$ cat src/rtl/ps2_pkg.sv
// Shared FSM state encoding and frame-size helper for the PS/2 receive path.
package ps2_pkg;

    typedef enum logic [2:0] {
        IDLE      = 3'd0,
        DELAY     = 3'd1,
        SAMPLE    = 3'd2,
        WAIT_EDGE = 3'd3,
        CHECK     = 3'd4
    } ps2_state_e;

    // Start + payload + parity + stop.
    function automatic int FRAME_BITS(input int data_w);
        return data_w + 3;
    endfunction

endpackage

$ cat src/rtl/ps2_sync_fifo.sv
// First-word-fall-through FIFO: head visible the cycle after a push into an empty FIFO.
// A push into a full FIFO succeeds only when a pop is accepted in the same cycle.
module ps2_sync_fifo #(
    parameter int DATA_W     = 8,
    parameter int FIFO_DEPTH = 4
) (
    input  logic                          ck,
    input  logic                          reset,
    input  logic                          push,
    input  logic [DATA_W-1:0]             push_data,
    input  logic                          pop,
    output logic [DATA_W-1:0]             head_data,
    output logic                          full,
    output logic                          empty,
    output logic [$clog2(FIFO_DEPTH):0]   count
);

    localparam int PTR_W = $clog2(FIFO_DEPTH);
    localparam int CNT_W = PTR_W + 1;

    logic [DATA_W-1:0] mem_q [FIFO_DEPTH];
    logic [PTR_W-1:0]  wr_ptr_q;
    logic [PTR_W-1:0]  rd_ptr_q;
    logic [CNT_W-1:0]  count_q;
    logic [CNT_W-1:0]  count_d;
    logic              push_eff;
    logic              pop_eff;

    assign empty     = (count_q == '0);
    assign full      = (count_q == CNT_W'(FIFO_DEPTH));
    assign pop_eff   = pop && !empty;
    assign push_eff  = push && (!full || pop_eff);
    assign head_data = empty ? '0 : mem_q[rd_ptr_q];
    assign count     = count_q;

    always_comb begin
        count_d = count_q;
        if (push_eff && !pop_eff) begin
            count_d = count_q + CNT_W'(1);
        end else if (!push_eff && pop_eff) begin
            count_d = count_q - CNT_W'(1);
        end
    end

    always_ff @(posedge ck) begin
        if (reset) begin
            wr_ptr_q <= '0;
            rd_ptr_q <= '0;
            count_q  <= '0;
        end else begin
            count_q <= count_d;
            if (push_eff) begin
                wr_ptr_q <= wr_ptr_q + PTR_W'(1);
            end
            if (pop_eff) begin
                rd_ptr_q <= rd_ptr_q + PTR_W'(1);
            end
        end
    end

    // Storage needs no reset; the head is masked while empty.
    always_ff @(posedge ck) begin
        if (push_eff) begin
            mem_q[wr_ptr_q] <= push_data;
        end
    end

endmodule

$ cat src/rtl/ps2_rx_fifo.sv
// PS/2 receiver: frame assembly, start/stop/parity/timeout checks, FWFT output FIFO (word valid 1 cycle after CHECK).
// No backpressure to the device; full FIFO drops words with an overflow pulse. Optional PS2_RX_GLITCH_FILTER_EN.
module ps2_rx_fifo
    import ps2_pkg::*;
#(
    parameter int DATA_W      = 8,
    parameter int SAMPLE_DLY  = 130,
    parameter int TIMEOUT     = 3700,
    parameter int FIFO_DEPTH  = 4,
    parameter int SYNC_STAGES = 2,
    parameter int FILT_LEN    = 8
) (
    input  logic                          ck,
    input  logic                          reset,
    input  logic                          ps2_clk,
    input  logic                          ps2_data,
    output logic [DATA_W-1:0]             rd_data,
    output logic                          rd_valid,
    input  logic                          rd_ready,
    output logic [$clog2(FIFO_DEPTH):0]   fifo_count,
    output logic                          parity_err,
    output logic                          frame_err,
    output logic                          overflow,
    output logic [2:0]                    curr_state
);

    localparam int N     = FRAME_BITS(DATA_W);
    localparam int BIT_W = $clog2(N + 1);
    localparam int DLY_W = $clog2(SAMPLE_DLY + 1);
    localparam int TO_W  = $clog2(TIMEOUT + 1);

    logic [SYNC_STAGES-1:0] clk_sync_q;
    logic [SYNC_STAGES-1:0] dat_sync_q;
    logic                   sclk;
    logic                   sdata;
    logic                   prev_sclk_q;
    logic                   fe;

    ps2_state_e             state_q;
    logic [BIT_W-1:0]       bitcnt_q;
    logic [DLY_W-1:0]       dly_cnt_q;
    logic [TO_W-1:0]        to_cnt_q;
    logic [N-1:0]           sh_q;
    logic                   parity_err_q;
    logic                   frame_err_q;
    logic                   overflow_q;

    logic                   bad_frame;
    logic                   bad_parity;
    logic                   good_word;
    logic                   push;
    logic                   pop;
    logic                   fifo_full;
    logic                   fifo_empty;

    // Idle-high reset value keeps the first cycles after reset from looking like an edge.
    always_ff @(posedge ck) begin
        if (reset) begin
            clk_sync_q <= '1;
            dat_sync_q <= '1;
        end else begin
            clk_sync_q <= {clk_sync_q[SYNC_STAGES-2:0], ps2_clk};
            dat_sync_q <= {dat_sync_q[SYNC_STAGES-2:0], ps2_data};
        end
    end

    assign sdata = dat_sync_q[SYNC_STAGES-1];

`ifdef PS2_RX_GLITCH_FILTER_EN
    localparam int FW = $clog2(FILT_LEN + 1);
    logic          filt_q;
    logic [FW-1:0] filt_cnt_q;

    always_ff @(posedge ck) begin
        if (reset) begin
            filt_q     <= 1'b1;
            filt_cnt_q <= '0;
        end else if (clk_sync_q[SYNC_STAGES-1] == filt_q) begin
            filt_cnt_q <= '0;
        end else if (filt_cnt_q == FW'(FILT_LEN - 1)) begin
            filt_q     <= clk_sync_q[SYNC_STAGES-1];
            filt_cnt_q <= '0;
        end else begin
            filt_cnt_q <= filt_cnt_q + FW'(1);
        end
    end

    assign sclk = filt_q;
`else
    assign sclk = clk_sync_q[SYNC_STAGES-1];
`endif

    assign fe = prev_sclk_q && !sclk;

    // sh_q[0] = start, sh_q[DATA_W:1] = payload, then parity, then stop.
    assign bad_frame  = sh_q[0] || !sh_q[N-1];
    assign bad_parity = !(^sh_q[N-2:1]);
    assign good_word  = !bad_frame && !bad_parity;
    assign push       = (state_q == CHECK) && good_word;
    assign pop        = rd_valid && rd_ready;

    always_ff @(posedge ck) begin
        if (reset) begin
            state_q      <= IDLE;
            prev_sclk_q  <= 1'b1;
            bitcnt_q     <= '0;
            dly_cnt_q    <= '0;
            to_cnt_q     <= '0;
            sh_q         <= '0;
            parity_err_q <= 1'b0;
            frame_err_q  <= 1'b0;
            overflow_q   <= 1'b0;
        end else begin
            prev_sclk_q  <= sclk;
            parity_err_q <= 1'b0;
            frame_err_q  <= 1'b0;
            overflow_q   <= 1'b0;
            case (state_q)
                IDLE: begin
                    if (fe) begin
                        state_q   <= DELAY;
                        bitcnt_q  <= '0;
                        to_cnt_q  <= '0;
                        dly_cnt_q <= '0;
                    end
                end
                DELAY, SAMPLE, WAIT_EDGE: begin
                    // Timeout wins over an edge arriving in the same cycle.
                    if (to_cnt_q == TO_W'(TIMEOUT - 1)) begin
                        frame_err_q <= 1'b1;
                        state_q     <= IDLE;
                    end else begin
                        to_cnt_q <= fe ? '0 : to_cnt_q + TO_W'(1);
                        if (state_q == DELAY) begin
                            if (dly_cnt_q == DLY_W'(SAMPLE_DLY - 1)) begin
                                state_q   <= SAMPLE;
                                dly_cnt_q <= '0;
                            end else begin
                                dly_cnt_q <= dly_cnt_q + DLY_W'(1);
                            end
                        end else if (state_q == SAMPLE) begin
                            sh_q     <= {sdata, sh_q[N-1:1]};
                            bitcnt_q <= bitcnt_q + BIT_W'(1);
                            state_q  <= (bitcnt_q == BIT_W'(N - 1)) ? CHECK : WAIT_EDGE;
                        end else if (fe) begin
                            state_q   <= DELAY;
                            dly_cnt_q <= '0;
                        end
                    end
                end
                CHECK: begin
                    state_q      <= IDLE;
                    frame_err_q  <= bad_frame;
                    parity_err_q <= !bad_frame && bad_parity;
                    overflow_q   <= good_word && fifo_full && !pop;
                end
                default: state_q <= IDLE;
            endcase
        end
    end

    ps2_sync_fifo #(
        .DATA_W     (DATA_W),
        .FIFO_DEPTH (FIFO_DEPTH)
    ) u_fifo (
        .ck        (ck),
        .reset     (reset),
        .push      (push),
        .push_data (sh_q[DATA_W:1]),
        .pop       (pop),
        .head_data (rd_data),
        .full      (fifo_full),
        .empty     (fifo_empty),
        .count     (fifo_count)
    );

    assign rd_valid   = !fifo_empty;
    assign parity_err = parity_err_q;
    assign frame_err  = frame_err_q;
    assign overflow   = overflow_q;
    assign curr_state = state_q;

endmodule

$ cat config.mk
export PLATFORM = sky130hd
export DESIGN_NAME = ps2_rx_fifo
export DESIGN_NICKNAME = d
export VERILOG_FILES = /design/src/rtl/ps2_pkg.sv /design/src/rtl/ps2_sync_fifo.sv /design/src/rtl/ps2_rx_fifo.sv
export SDC_FILE = /design/constraint.sdc
export NUM_CORES = 1
export LEC_CHECK = 0
export ABC_AREA = 1
export CAP_MARGIN = 20
export CORE_AREA = 2 2 70 106
export CTS_BUF_LIST = sky130_fd_sc_hd__clkbuf_4
export DETAILED_ROUTE_END_ITERATION = 10
export DIE_AREA = 0 0 72 108
export MAX_ROUTING_LAYER = met4
export PLACE_DENSITY_LB_ADDON = 0.15
export SLEW_MARGIN = 40
export SYNTH_ARGS = -nofsm -noshare
export SYNTH_HDL_FRONTEND = slang
export SYNTH_SLANG_ARGS = --single-unit
$ cat constraint.sdc
create_clock -name ck -period 2.6 [get_ports ck]
set_clock_uncertainty 0.15 [all_clocks]
set_input_delay 0.52 -clock ck [delete_from_list [all_inputs] [get_ports ck]]
set_output_delay 0.52 -clock ck [all_outputs]
set_load 0.02 [all_outputs]
# Yosys cells after proc, flatten, opt, wreduce, memory -nomap -nowiden
# Memory sizes are Yosys's and may differ from the RTL's. A register that Yosys moved wholly into a read port is not among the register bits.
# Index checks and enable logic that the tools add are counted.
[classes]
n_reduce_logical = 33
n_addsub = 7
n_eq_ne = 14
muxes = 31
bitwise_logic = 3
[op_table]
columns = ["operator", "n"]
rows = [
  ["8-bit 2-to-1 mux", 6],
  ["12-bit 2-to-1 mux", 3],
  ["3-bit 2-to-1 mux", 8],
  ["12-bit case mux with 2 select lines", 1],
  ["4-bit 2-to-1 mux", 4],
  ["8-bit case mux with 2 select lines", 1],
  ["12-bit by 1-bit adder with 12-bit output (second input constant)", 1],
  ["12-bit == test (second input constant)", 1],
  ["1-bit logical AND", 11],
  ["1-bit logical NOT", 9],
  ["9-bit XOR reduction", 1],
  ["8-bit by 1-bit adder with 8-bit output (second input constant)", 1],
  ["8-bit == test (second input constant)", 1],
  ["2-bit inequality test (second input constant)", 4],
  ["4-bit case mux with 2 select lines", 1],
  ["3-bit by 2-bit == test with 1-bit output (second input constant)", 2],
  ["3-bit == test (second input constant)", 2],
  ["3-bit logical NOT", 2],
  ["3-bit case mux with 2 select lines", 1],
  ["3-bit AND reduction", 2],
  ["5-bit AND reduction", 1],
  ["2-bit by 1-bit adder with 2-bit output (second input constant)", 2],
  ["4-bit by 1-bit adder with 4-bit output (second input constant)", 1],
  ["4-bit == test (second input constant)", 1],
  ["other kinds (14)", 21],
]
[word_totals]
ramBits = 32
inputBits = 5
out_inout_bits = 18
elab_cells = 103
n_memories = 1
ff_bits = 53
[memory_table]
columns = ["name", "depth", "width", "read_ports", "rd_ports_with_merged_regs", "write_ports", "line_no", "source"]
rows = [
  ["u_fifo.mem_q", 4, 8, 1, 1, 1, "ps2_sync_fifo.sv:21", "logic [DATA_W-1:0] mem_q [FIFO_DEPTH];"],
]

# Longest topological paths before layout
[depth]
word_depth = 10
depth_mapped = 17
ltp_nobuf = 17

# Hierarchy
# From an unflattened synthesis, not the netlist that was laid out.
[unflattened]
hier_cells = 521
area_unflattened_um2 = 4182.8
[modules_own_cells]
columns = ["mod", "seq_area_each_um2", "cells_per_inst", "area_each_um2", "instances"]
rows = [
  ["ps2_rx_fifo", 920.9, 355, 2429.8, 1],
  ["ps2_sync_fifo", 1141.1, 166, 1752.9, 1],
]

# Worst setup path before layout
# Ideal clock, no wire load.
[synth_path]
path_type = "register to register"
from = "reg state_q[2] (netlist: curr_state[2])"
to = "reg u_fifo.count_q[2] (netlist: u_fifo.count[2])"
path_slack_ps = 145
stages_incl_launch_ff = 14
n_path_buf = 0
arrival_ps = 2182
synth_period_minus_slack_ps = 2455
setup_time_ps = 122
t_required_ps = 2328
cell_sequence = "dfxtp_1 inv_1 nor2_1 inv_1 nor2_2 inv_1 nor2_4 ha_1 inv_1 fa_1 a21oi_1 o21ai_0 o21ai_0 a21oi_1"
[synth_between]
elab_chain_len = 6
elab_cells_between_ends = 8
cone_classes = "eq/ne: 1; mux: 1; reduce/logical: 6"
[synth_lines]
columns = ["item", "line_no", "source"]
rows = [
  ["start, declared", "ps2_rx_fifo.sv:39", "ps2_state_e state_q;"],
  ["start signal, assigned", "ps2_rx_fifo.sv:144", "state_q <= (bitcnt_q == BIT_W'(N - 1)) ? CHECK : WAIT_EDGE;"],
  ["3-bit == test *", "ps2_rx_fifo.sv:99", "assign push = (state_q == CHECK) && good_word;"],
  ["1-bit logical AND *", "ps2_rx_fifo.sv:99", ""],
  ["1-bit logical AND *", "ps2_sync_fifo.sv:32", "assign push_eff = push && (!full || pop_eff);"],
  ["net u_fifo.push_eff", "ps2_sync_fifo.sv:26", "logic push_eff;"],
  ["1-bit logical NOT", "ps2_sync_fifo.sv:40", "end else if (!push_eff && pop_eff) begin"],
  ["1-bit logical AND", "ps2_sync_fifo.sv:40", ""],
  ["2-bit nonzero test (no source line)", "n/a", ""],
  ["end signal, assigned", "ps2_sync_fifo.sv:51", "count_q <= count_d;"],
  ["end, declared", "ps2_sync_fifo.sv:24", "logic [CNT_W-1:0] count_q;"],
]
# Mark *: on every way through the listed nets, which the timed path passes. The rest lies on a longest branch.
# A chain may end at the register's enable or synchronous reset.

==> run_summary.xml <==
<?xml version="1.0" encoding="UTF-8"?>
<metrics>
  <group name="status">
    <metric name="status" unit="">finished, final reports clean</metric>
  </group>
  <group name="clock_tree">
    <metric name="clock-sinks" unit="">87</metric>
    <metric name="cts_tree" unit="">yes</metric>
    <metric name="clkSlewWorstSetupHoldPaths" unit="ps">120</metric>
    <metric name="clk_latency" unit="ps">440</metric>
    <metric name="clockBufferDepth" unit="">2</metric>
    <metric name="hold_buffers" unit="">0</metric>
    <metric name="htreeDepth" unit="">3</metric>
    <metric name="cts_made_buffers" unit="">9</metric>
    <metric name="root_buffer" unit="">clkbuf_4</metric>
  </group>
  <group name="global_routing">
    <metric name="maximum_number_of_pins_on_one_net_before_global_route_repair" unit="">23</metric>
    <metric name="antenna_found_initial" unit="">0</metric>
    <metric name="vias_in_the_first_global_route" unit="">3357</metric>
    <metric name="grt_pass1_wl" unit="mm">14.16</metric>
    <metric name="global_route.usage.total" unit="%">24.27</metric>
    <metric name="grt_overflow" unit="">0</metric>
  </group>
  <group name="drt">
    <metric name="route.detailed.vias_per_inst" unit="">5.442</metric>
    <metric name="wire_length_reported_by_the_detailed_router" unit="mm">8.398</metric>
    <metric name="drtPass1Iterations" unit="">4</metric>
    <metric name="drcViolationCount" unit="">0</metric>
    <metric name="antenna_violating_nets_post_route" unit="">0</metric>
    <metric name="detail_route.iter0.violations" unit="">274</metric>
    <metric name="routed_wire_length_per_instance" unit="um">13.35</metric>
    <metric name="vias" unit="">3423</metric>
  </group>
  <group name="synth">
    <metric name="post-synth-top-area-fraction" unit="%">26.46</metric>
    <metric name="post_synthesis_cells" unit="">509</metric>
    <metric name="synthDominantAreaCellType" unit="">dfxtp_1</metric>
    <metric name="post_synth_instance_area" unit="um2">4161</metric>
    <metric name="mux_cell_area_share_after_synthesis" unit="%">0</metric>
    <metric name="synth.top_cells.by_area" unit="">dfxtp_1 (26%), edfxtp_1 (23%), nand2_1 (7.7%)</metric>
    <metric name="xor_xnor_cell_area_share_of_the_yosys_netlist" unit="%">0.6314</metric>
    <metric name="postSynth.asyncResetShare" unit="%">0</metric>
    <metric name="synth-simple-area-share" unit="%">25.83</metric>
    <metric name="synth_enable_flop_cells" unit="">32</metric>
    <metric name="synth.net_count" unit="">525</metric>
    <metric name="synth_seq_cells" unit="">87</metric>
    <metric name="adder_and_majority_gate_portion_of_the_synthesized_area" unit="%">3.488</metric>
    <metric name="synthesis.area_per_instance" unit="um2">8.176</metric>
    <metric name="yosysWarnings" unit="">0</metric>
    <metric name="synth_cell_type_count" unit="">42</metric>
    <metric name="ys_dominant_reg_cell" unit="">dfxtp_1</metric>
    <metric name="combinational_family_with_the_most_area_after_synthesis" unit="">simple AND/OR/NAND/NOR gates</metric>
    <metric name="yosysSeqAreaShare" unit="%">49.55</metric>
    <metric name="synth_compound_gate_area_share" unit="%">13.17</metric>
  </group>
  <group name="final_layout">
    <metric name="area.growth.synth_to_final" unit="%">13.65</metric>
    <metric name="finalNetCount" unit="">562</metric>
    <metric name="num_antenna_cells" unit="">0</metric>
    <metric name="drive_gt1_share" unit="%">14.16</metric>
    <metric name="finalInstanceArea" unit="um2">4730</metric>
  </group>
  <group name="floorplanning">
    <metric name="floorplan.initialDensity" unit="%">61.15</metric>
    <metric name="dieWidth" unit="um">72</metric>
    <metric name="fp-row-count" unit="">37</metric>
    <metric name="core" unit="um2">6805</metric>
    <metric name="fp.dieH" unit="um">108</metric>
    <metric name="ioPinCount" unit="">23</metric>
    <metric name="dieArea" unit="um2">7776</metric>
  </group>
  <group name="hold_path">
    <metric name="min-delay-path-class" unit="">register to register</metric>
  </group>
  <group name="sta">
    <metric name="least_margin_pin_slew" unit="ps">392.6</metric>
    <metric name="timing_hold_violations_final" unit="">0</metric>
    <metric name="post-route-worst-setup-slack" unit="ps">168.9</metric>
    <metric name="final.period_utilization" unit="%">93.50</metric>
    <metric name="setup_tns_final" unit="ps">0</metric>
    <metric name="period_minus_slack" unit="ps">2431</metric>
    <metric name="max-slew-margin-rel" unit="%">73.63</metric>
    <metric name="setup_viol" unit="">0</metric>
    <metric name="hold_slack" unit="ps">273.3</metric>
    <metric name="drv_slew" unit="">0</metric>
    <metric name="clock.fmax" unit="GHz">0.4113</metric>
  </group>
  <group name="worst_setup_path">
    <metric name="worst-setup-path-type" unit="">register to primary output</metric>
    <metric name="setup.worst_path.start_class" unit="">register</metric>
    <metric name="critPathRequiredTime" unit="ps">1930</metric>
    <metric name="timing.critical_path.slowest_stage_cell" unit="">dlygate4sd2_1</metric>
    <metric name="path_cells" unit="">buf_4 -&gt; inv_2 -&gt; o21ai_0 -&gt; a21oi_1 -&gt; dlygate4sd2_1</metric>
    <metric name="delay_of_the_slowest_cell_on_the_worst_path" unit="ps">350</metric>
    <metric name="critical_path_fanout_max" unit="">17</metric>
    <metric name="critPathBufInv" unit="">3</metric>
    <metric name="endpoint_kind" unit="">primary output</metric>
    <metric name="worst_path_dominant_cell_family" unit="">buffers and inverters</metric>
    <metric name="cp.arrival" unit="ps">1760</metric>
  </group>
  <group name="pwr">
    <metric name="net-switching-power" unit="W">0.0008900</metric>
    <metric name="worst_ir_drop_vdd" unit="mV">0.4489</metric>
    <metric name="power_frac_clock" unit="%">30.4</metric>
    <metric name="switching_share" unit="%">29.04</metric>
    <metric name="power.share.sequential" unit="%">48.5</metric>
    <metric name="power.density" unit="nW/um2">647.9</metric>
    <metric name="pwr-share-comb" unit="%">21.1</metric>
    <metric name="leakagePower" unit="nW">1.874</metric>
    <metric name="totalPowerFinal" unit="W">0.003064</metric>
    <metric name="internal-power" unit="W">0.002174</metric>
  </group>
  <group name="placement">
    <metric name="dp_hpwl" unit="mm">6.319</metric>
    <metric name="place.port_buffers" unit="">22</metric>
    <metric name="pre_cts_ws" unit="ps">-182.5</metric>
    <metric name="placement.cell_area" unit="um2">4528</metric>
    <metric name="place_congestion" unit="">0.9260</metric>
  </group>
  <group name="flow_run">
    <metric name="cap_viol_max_count" unit="">0</metric>
  </group>
</metrics>
[flip-flops by register name (all words and copies together) (netlist names), named ones only]
signal,count
u_fifo.mem_q,32
u_fifo.wr_ptr_q,2
curr_state,3
to_cnt_q,12
clk_sync_q,2
u_fifo.rd_ptr_q,2
overflow,1
frame_err,1
sh_q,11
prev_sclk_q,1
u_fifo.count,3
dly_cnt_q,8
dat_sync_q,2
bitcnt_q,4
parity_err,1
[metrics by stage]
stage	util, %	cells
final	69.50	629
after detailed placement	66.54	612
after global placement	66.54	612
after global routing	69.50	629
after floorplan	-	509
after CTS	69.11	628
[cell usage in the layout, fill, tap and decap left out, types with 2 or more instances in the layout]
master            n
buf_4            16
clkinv_4          2
or2_2             5
nor2_2            2
dfxtp_2           5
nor3_1           10
clkinv_2          3
bufinv_16         3
inv_1            53
o21ai_0          38
edfxtp_1         32
clkbuf_4         10
a21oi_1          49
o21ai_1           8
dlygate4sd2_1     8
nand4_1           7
nand2_2           5
dfxtp_4           2
nor2_1           71
nand3b_1          2
inv_2             8
nand3_1          26
nor2_4            3
nor3_2            4
nand2_1          85
clkdlybuf4s50_1  14
nor4_1            2
ha_1             10
dfxtp_1          48
nand2_4           3
xor2_1            3
[what timing repair did]
action                                  4_1_cts  5_1_grt
endpoints found under the setup margin        8        2
gates resized for setup                       9       12
pin swaps                                     0        1
setup buffers                                 0        1
cloned                                        0        0
[cell usage after synthesis, types with 2 or more instances]
library cell  number
o21ai_0           40
or2_2              5
nand3_1           27
nand4_1            7
nand2_1           85
nor2_4             3
nor2_1            71
inv_1             53
buf_2              3
dfxtp_1           55
nand3b_1           2
nand2_2            5
xor2_1             3
nand2_4            3
edfxtp_1          32
inv_2              8
nor2_2             2
a21oi_1           49
clkbuf_1           5
nor4_1             2
buf_1              2
nor3_2             4
ha_1              10
o21ai_1            6
nor3_1            10
[logic make-up after synthesis]
group / after synthesis
AOI/OAI and AO/OA: 103
buffers and inverters: 75
adders and majority gates: 11
DFF: 87
xor gates and xnor gates: 3
and+or+nand+nor: 230
[final timing paths]
kind	startpoint	endpoint	slack, ps	cells past startpoint
setup reg to reg	curr_state[0]	u_fifo.count[2]	200	14
hold / removal	clk_sync_q[0]	clk_sync_q[1]	270	1
setup / recovery	register	rd_data[1]	170	5
hold reg to reg	clk_sync_q[0]	clk_sync_q[1]	270	1
[final cells by class]
class	instances	area (um2)
Timing Repair Buffer	38	330.3
Clock buffer	10	75.07
Inverter	63	242.7
Clock inverter	6	108.9
Fill cell	550	2076
Multi-Input combinational cell	347	1799
Sequential cell	87	2076
Tap cell	78	97.59
[power by group through the flow]
stage / Combinational, W / Clock, W / Sequential [W]
2_1_floorplan: 0.000407 / 0 / 0.00153
3_3_place_gp: 0.000650 / 0 / 0.00152
3_5_place_dp: 0.000671 / 0 / 0.00152
4_1_cts: 0.000648 / 0.000951 / 0.00149
5_1_grt: 0.000719 / 0.00102 / 0.00149
6_report: 0.000646 / 0.000933 / 0.00149
[per-layer routing]
metal  GRT usage, %  part of all wire [%]  up-vias  wire (um)
met2          46.43                    57       52       4768
met3          5.033                   2.3       15        196
li1               -                     -     1765          -
met1          22.60                    39     1591       3260
met4          10.65                   2.0        0        172
met5              -                     0        -          0
Note: power is estimated with default switching activity, not from simulation.
